===== config.mk =====
export PLATFORM = sky130hd
export DESIGN_NAME = display_7seg_mux
export DESIGN_NICKNAME = d
export VERILOG_FILES = /design/src/rtl/display_7seg_mux.sv
export SDC_FILE = /design/constraint.sdc
export NUM_CORES = 1
export LEC_CHECK = 0
export CAP_MARGIN = 10
export CORE_MARGIN = 2
export CORE_UTILIZATION = 60
export CTS_BUF_LIST = sky130_fd_sc_hd__clkbuf_8
export DETAILED_ROUTE_END_ITERATION = 6
export DONT_BUFFER_PORTS = 1
export GPL_TIMING_DRIVEN = 0
export PLACE_DENSITY = 0.8
export SYNTH_ARGS = -nofsm -noshare
export SYNTH_HDL_FRONTEND = slang
export SYNTH_SLANG_ARGS = --single-unit

===== constraint.sdc =====
create_clock -name clk -period 2.6 [get_ports clk]
set_input_delay 0.26 -clock clk [delete_from_list [all_inputs] [get_ports clk]]
set_output_delay 0.26 -clock clk [all_outputs]
set_load 0.01 [all_outputs]

===== src/rtl/display_7seg_mux.sv =====
// display_7seg_mux: time-multiplexed driver for N common-anode 7-segment digits.
// A prescaler divides the enabled clock into digit slots. Each slot starts with
// a few all-anodes-off guard cycles to suppress ghosting. A shadow copy of the
// BCD value and the decimal-point mask is taken once per frame, so each scan
// shows a single coherent number. All display outputs are registered.
module display_7seg_mux #(
  parameter int N        = 3,
  parameter int DIV      = 50000,
  parameter int GUARD    = 2,
  parameter int BLANK_LZ = 1
) (
  input  logic           clk,
  input  logic           rst,
  input  logic           clk_en,
  input  logic [N*4-1:0] bcd,
  input  logic [N-1:0]   dp_mask,
  output logic [N-1:0]   an,
  output logic [6:0]     seg,
  output logic           dp,
  output logic           frame_done
);

  // Counter widths: the prescaler must hold DIV-1 and the index must hold N-1.
  localparam int PW = (DIV > 1) ? $clog2(DIV) : 1;
  localparam int IW = (N > 1) ? $clog2(N) : 1;

  localparam logic [PW-1:0] PCNT_MAX = PW'(DIV - 1);
  localparam logic [PW-1:0] GUARD_C  = PW'(GUARD);
  localparam logic [IW-1:0] IDX_MAX  = IW'(N - 1);

  localparam logic [6:0] SEG_OFF = 7'h7F;

  // Active-low segment pattern {g,f,e,d,c,b,a} for one BCD digit.
  // Codes 10..15 are not valid BCD and are shown as a dash.
  function automatic logic [6:0] seg_decode(input logic [3:0] d);
    logic [6:0] s;
    case (d)
      4'd0:    s = 7'h40;
      4'd1:    s = 7'h79;
      4'd2:    s = 7'h24;
      4'd3:    s = 7'h30;
      4'd4:    s = 7'h19;
      4'd5:    s = 7'h12;
      4'd6:    s = 7'h02;
      4'd7:    s = 7'h78;
      4'd8:    s = 7'h00;
      4'd9:    s = 7'h10;
      default: s = 7'h3F;
    endcase
    return s;
  endfunction

  // Scan state
  logic [PW-1:0]  r_pcnt;
  logic [IW-1:0]  r_idx;
  logic [N*4-1:0] r_shd;
  logic [N-1:0]   r_shd_dp;
  logic           r_frame_done;

  // Registered display outputs
  logic [N-1:0]   r_an;
  logic [6:0]     r_seg;
  logic           r_dp;

  // Combinational helpers
  logic           w_tick;
  logic           w_wrap;
  logic           w_guard;
  logic [N-1:0]   w_lz;
  logic [3:0]     w_digit;
  logic           w_dp_sel;
  logic           w_blank_sel;
  logic [N-1:0]   w_an_slot;
  logic [6:0]     w_seg_slot;

  // A slot ends on the last prescaler count of an enabled cycle; the frame ends
  // when that happens on the last digit.
  assign w_tick  = clk_en && (r_pcnt == PCNT_MAX);
  assign w_wrap  = w_tick && (r_idx == IDX_MAX);
  assign w_guard = (r_pcnt < GUARD_C);

  // Leading-zero chain: w_lz[i] is set when shadow digits i..N-1 are all zero
  // and none of them has its decimal point lit.
  always_comb begin
    w_lz = '0;
    w_lz[N-1] = (r_shd[N*4-1 -: 4] == 4'd0) && !r_shd_dp[N-1];
    for (int i = N - 2; i >= 0; i--) begin
      w_lz[i] = w_lz[i+1] && (r_shd[i*4 +: 4] == 4'd0) && !r_shd_dp[i];
    end
  end

  // Select the shadow digit, its decimal point, its blanking state and its
  // anode for the slot currently being scanned.
  always_comb begin
    w_digit     = 4'd0;
    w_dp_sel    = 1'b0;
    w_blank_sel = 1'b0;
    w_an_slot   = '1;
    for (int i = 0; i < N; i++) begin
      if (r_idx == IW'(i)) begin
        w_digit      = r_shd[i*4 +: 4];
        w_dp_sel     = r_shd_dp[i];
        w_blank_sel  = (BLANK_LZ != 0) && (i != 0) && w_lz[i];
        w_an_slot[i] = 1'b0;
      end else begin
        w_an_slot[i] = 1'b1;
      end
    end
  end

  // Segment pattern for the active slot; a blanked digit keeps its anode on
  // but lights nothing.
  always_comb begin
    w_seg_slot = SEG_OFF;
    if (w_blank_sel) begin
      w_seg_slot = SEG_OFF;
    end else begin
      w_seg_slot = seg_decode(w_digit);
    end
  end

  // Prescaler, digit index, per-frame shadow capture and end-of-frame pulse.
  // Everything holds while clk_en is low.
  always_ff @(posedge clk or negedge rst) begin
    if (!rst) begin
      r_pcnt       <= '0;
      r_idx        <= '0;
      r_shd        <= '0;
      r_shd_dp     <= '0;
      r_frame_done <= 1'b0;
    end else begin
      r_frame_done <= w_wrap;
      if (w_tick) begin
        r_pcnt <= '0;
        if (r_idx == IDX_MAX) begin
          r_idx    <= '0;
          r_shd    <= bcd;
          r_shd_dp <= dp_mask;
        end else begin
          r_idx    <= r_idx + IW'(1);
        end
      end else if (clk_en) begin
        r_pcnt <= r_pcnt + PW'(1);
      end else begin
        r_pcnt <= r_pcnt;
      end
    end
  end

  // Output register: one cycle behind the scan state. All anodes are off
  // during guard cycles so the segment change never shows on a neighbour.
  always_ff @(posedge clk or negedge rst) begin
    if (!rst) begin
      r_an  <= '1;
      r_seg <= SEG_OFF;
      r_dp  <= 1'b1;
    end else if (w_guard) begin
      r_an  <= '1;
      r_seg <= SEG_OFF;
      r_dp  <= 1'b1;
    end else begin
      r_an  <= w_an_slot;
      r_seg <= w_seg_slot;
      r_dp  <= ~w_dp_sel;
    end
  end

  assign an         = r_an;
  assign seg        = r_seg;
  assign dp         = r_dp;
  assign frame_done = r_frame_done;

endmodule


==> impl_metrics.ini <==
[status]
outcome = completed

[flow_run]
maxCapViolations = 0

[logic_synthesis]
synth-warning-count = 0
synth.yosys.seq_area_share_pct = 52.7
synth-main-ff-cell = dfrtp_1
synth_cell_type_count = 45
mappedNetlistArea_mm2 = 0.00216
gate_count_of_the_mapped_netlist = 182
synth_nets = 202
synthArstFlopShare_pct = 100
synthesized_area_per_cell_um2 = 11.9
synth.ff_latch_count = 45
synth_edf_count = 0

[cells_and_area]
area_delta_synth_final_pct = 7.93
number_of_standard_cells_in_the_final_layout_excluding_fillers = 238
drive_gt1_share_pct = 28.1
fin_nets = 211
num_antenna_cells = 0

[drt]
avgViaCountPerCell = 5.93
wirelength_mm = 3.87
ant_nets = 0
dr.pass1.iters = 4
initialDrtViolationCount = 55
num_vias = 1411
wl_per_cell_um = 16.2
remaining_drc_errors = 0

[worst_setup_path]
regToRegStartpoint = r_idx[0]$_DFFE_PN0P_
rrSetupSlack_ns = 0.48
worstPathRequired_ns = 2.83
worst_r2r_path_depth = 8
timing.critical_path.from_type = flop
launch_point_of_the_critical_path = r_idx[0]$_DFFE_PN0P_
worstSetupPathType = flop to flop
worst-path-max-fanout = 10
worstReg2RegEnd = seg[3]$_DFF_PN1_
critical_path_capture_point_type = flop
timing.critical_path.arrival_ns = 2.35

[clock_tree]
clock_tree_from_tritoncts = yes
clock-root-buffer = clkbuf_8
cts_setup_buffers = 0
numClockSinks = 45
ctsHtreeMaxLevel = 2
tritoncts.num_buffers = 5
cts_max_path_buffers = 2
post_cts_hold_buffer_count = 2
clock_latency_of_the_later_clocked_register_in_the_worst_skew_pair_ns = 0.30
clkTransAtPathRegs_ns = 0.08
cts_repair_resize_count = 0

[power]
power_leakage_nw = 1.08
power_density_mw_per_mm2 = 592
irDropWorstVdd_uv = 400

[die]
die-area_mm2 = 0.00410
starting_density_of_the_core_pct = 63.8
vertical_extent_of_the_die_um = 64.0
total_number_of_placement_rows = 21
core-area_mm2 = 0.00339
die_width_um = 64.0
ios = 30

[place]
place.port_buffers = 0
dp_cells = 228
routabilityCongestion = 0.857
dp_hpwl_mm = 2.84
preCtsSetupSlack_ns = 0.514

[timing]
slew_viols_final = 0
worst_clock_skew_ns = 0.00733
min_period_over_period_pct = 81.5
final.hold.worst_slack_ns = 0.0578
setup_violations = 0
setup_repair_after_global_routing_missed_its_margin = no
min_period_ns = 2.12
maxSlewHeadroom_pct = 56.7
worst_slack_ns = 0.480
fin_tns_setup_ns = 0
timing.final.hold_violations = 0
tightest_slew_ns = 0.644
fmax_mhz = 472

[global_routing]
antenna_violations_before_repair = 0
grt_pass1_wl_mm = 6.66
global_route.overflow_total = 0
grt_pass1_vias = 1456
grt_resource_usage_total_pct = 21.4
grt_start_max_net_pins = 46

[min_path]
timing.hold.worst_endpoint = r_pcnt[1]$_DFFE_PN0P_
hp-start = clk_en
hold-path-cell-count = 1
timing.hold.worst.class = input port to flop
## sequential cells by signal, indices dropped and copies added (netlist names)
name / count
an: 3
r_shd_dp: 3
r_idx: 2
seg: 7
r_pcnt: 16
r_shd: 12
dp: 1
frame_done: 1
## placed cells by master, fill, tap and decap left out, types with 4 or more instances in the layout
master and count:
nor4_1 5, dfrtp_1 34, xnor2_1 7, mux2_4 7
nor2_1 11, inv_1 7, o21ai_0 4, mux2i_1 7
dfstp_2 11, xor2_1 4, clkbuf_8 5, nand2_1 16
nand3_1 6, mux2_2 11, nor3_1 6
## cells in the mapped netlist (2+ instances only)
library cell,instances,share of area (%)
a21oi_1,3,0.69
a2bb2oi_1,2,0.81
and2_1,3,0.87
buf_2,2,0.46
buf_6,3,1.6
dfrtp_1,34,39
dfstp_2,11,13
ha_1,2,1.2
inv_1,5,0.87
mux2_2,11,5.7
mux2_4,7,4.9
mux2i_1,7,3.2
nand2_1,16,2.8
nand3_1,6,1.4
nand3_2,2,0.93
nand4_1,3,0.87
nand4_2,2,1.2
nor2_1,11,1.9
nor2b_1,2,0.58
nor3_1,6,1.4
nor4_1,5,1.4
o21ai_0,4,0.93
o2bb2ai_1,2,0.81
or3_1,2,0.58
or4_4,2,1.0
xnor2_1,7,2.8
xor2_1,4,1.6
## worst max-delay path, cell delays in order (launching register included)
cell and delay [ns]:
dfrtp_1 0.38, buf_6 0.14, nor2b_1 0.13, buf_6 0.14, a2bb2oi_1 0.36, inv_1 0.11
ha_1 0.30, or3_1 0.39, nand4_1 0.10
## worst max-delay path by stage
stage                        to  slack (ns)
6_report       seg[3]$_DFF_PN1_        0.48
5_1_grt        seg[3]$_DFF_PN1_        0.35
4_1_cts        seg[3]$_DFF_PN1_        0.49
3_5_place_dp   seg[3]$_DFF_PN1_        0.51
3_3_place_gp   seg[3]$_DFF_PN1_        0.56
2_1_floorplan  seg[3]$_DFF_PN1_        0.69
## where the power goes
| part | switching (mW) | internal (mW) |
|---|---|---|
| Sequential | 0.0793 | 0.751 |
| Clock | 0.229 | 0.182 |
| Combinational | 0.0728 | 0.0664 |
| Total | 0.382 | 1.00 |
## metal layers
metal,part of all wire [%],vias up,track usage [%]
met5,0,-,0
met4,2.0,0,8.97
met3,4.4,7,5.81
met2,52,30,35.4
met1,42,704,26.5
li1,-,670,-
## cell families (layout without fill, tap and decap cells)
kind of cell               Yosys count  in the layout  synth area share [%]
xor gates and xnor gates            11             11                  4.46
DFF                                 45             45                  52.7
muxes                               25             25                  13.8
adders and majority gates            2              2                  1.16
AOI/OAI and AO/OA                   20             20                  6.83
and+or+nand+nor                     67             67                  17.6
buffers and inverters               12             22                  3.41
## stage by stage
step	power, mW	cell area, um^2	utilization [%]
floorplan	0.930	2160	-
global placement	0.953	2220	65.5
detailed placement	0.966	2220	65.5
CTS	1.39	2330	68.8
global route	1.45	2330	68.8
finish	1.38	2330	68.8
## layout make-up
type / count / area [um^2]
Buffer: 6 / 51.3
Sequential cell: 45 / 1140
Tap cell: 46 / 57.6
Multi-Input combinational cell: 125 / 948
Inverter: 6 / 22.5
Clock inverter: 3 / 15.0
Fill cell: 238 / 1060
Clock buffer: 5 / 68.8
Timing Repair Buffer: 2 / 30.0
No activity file was read; power rests on OpenSTA's default activity.
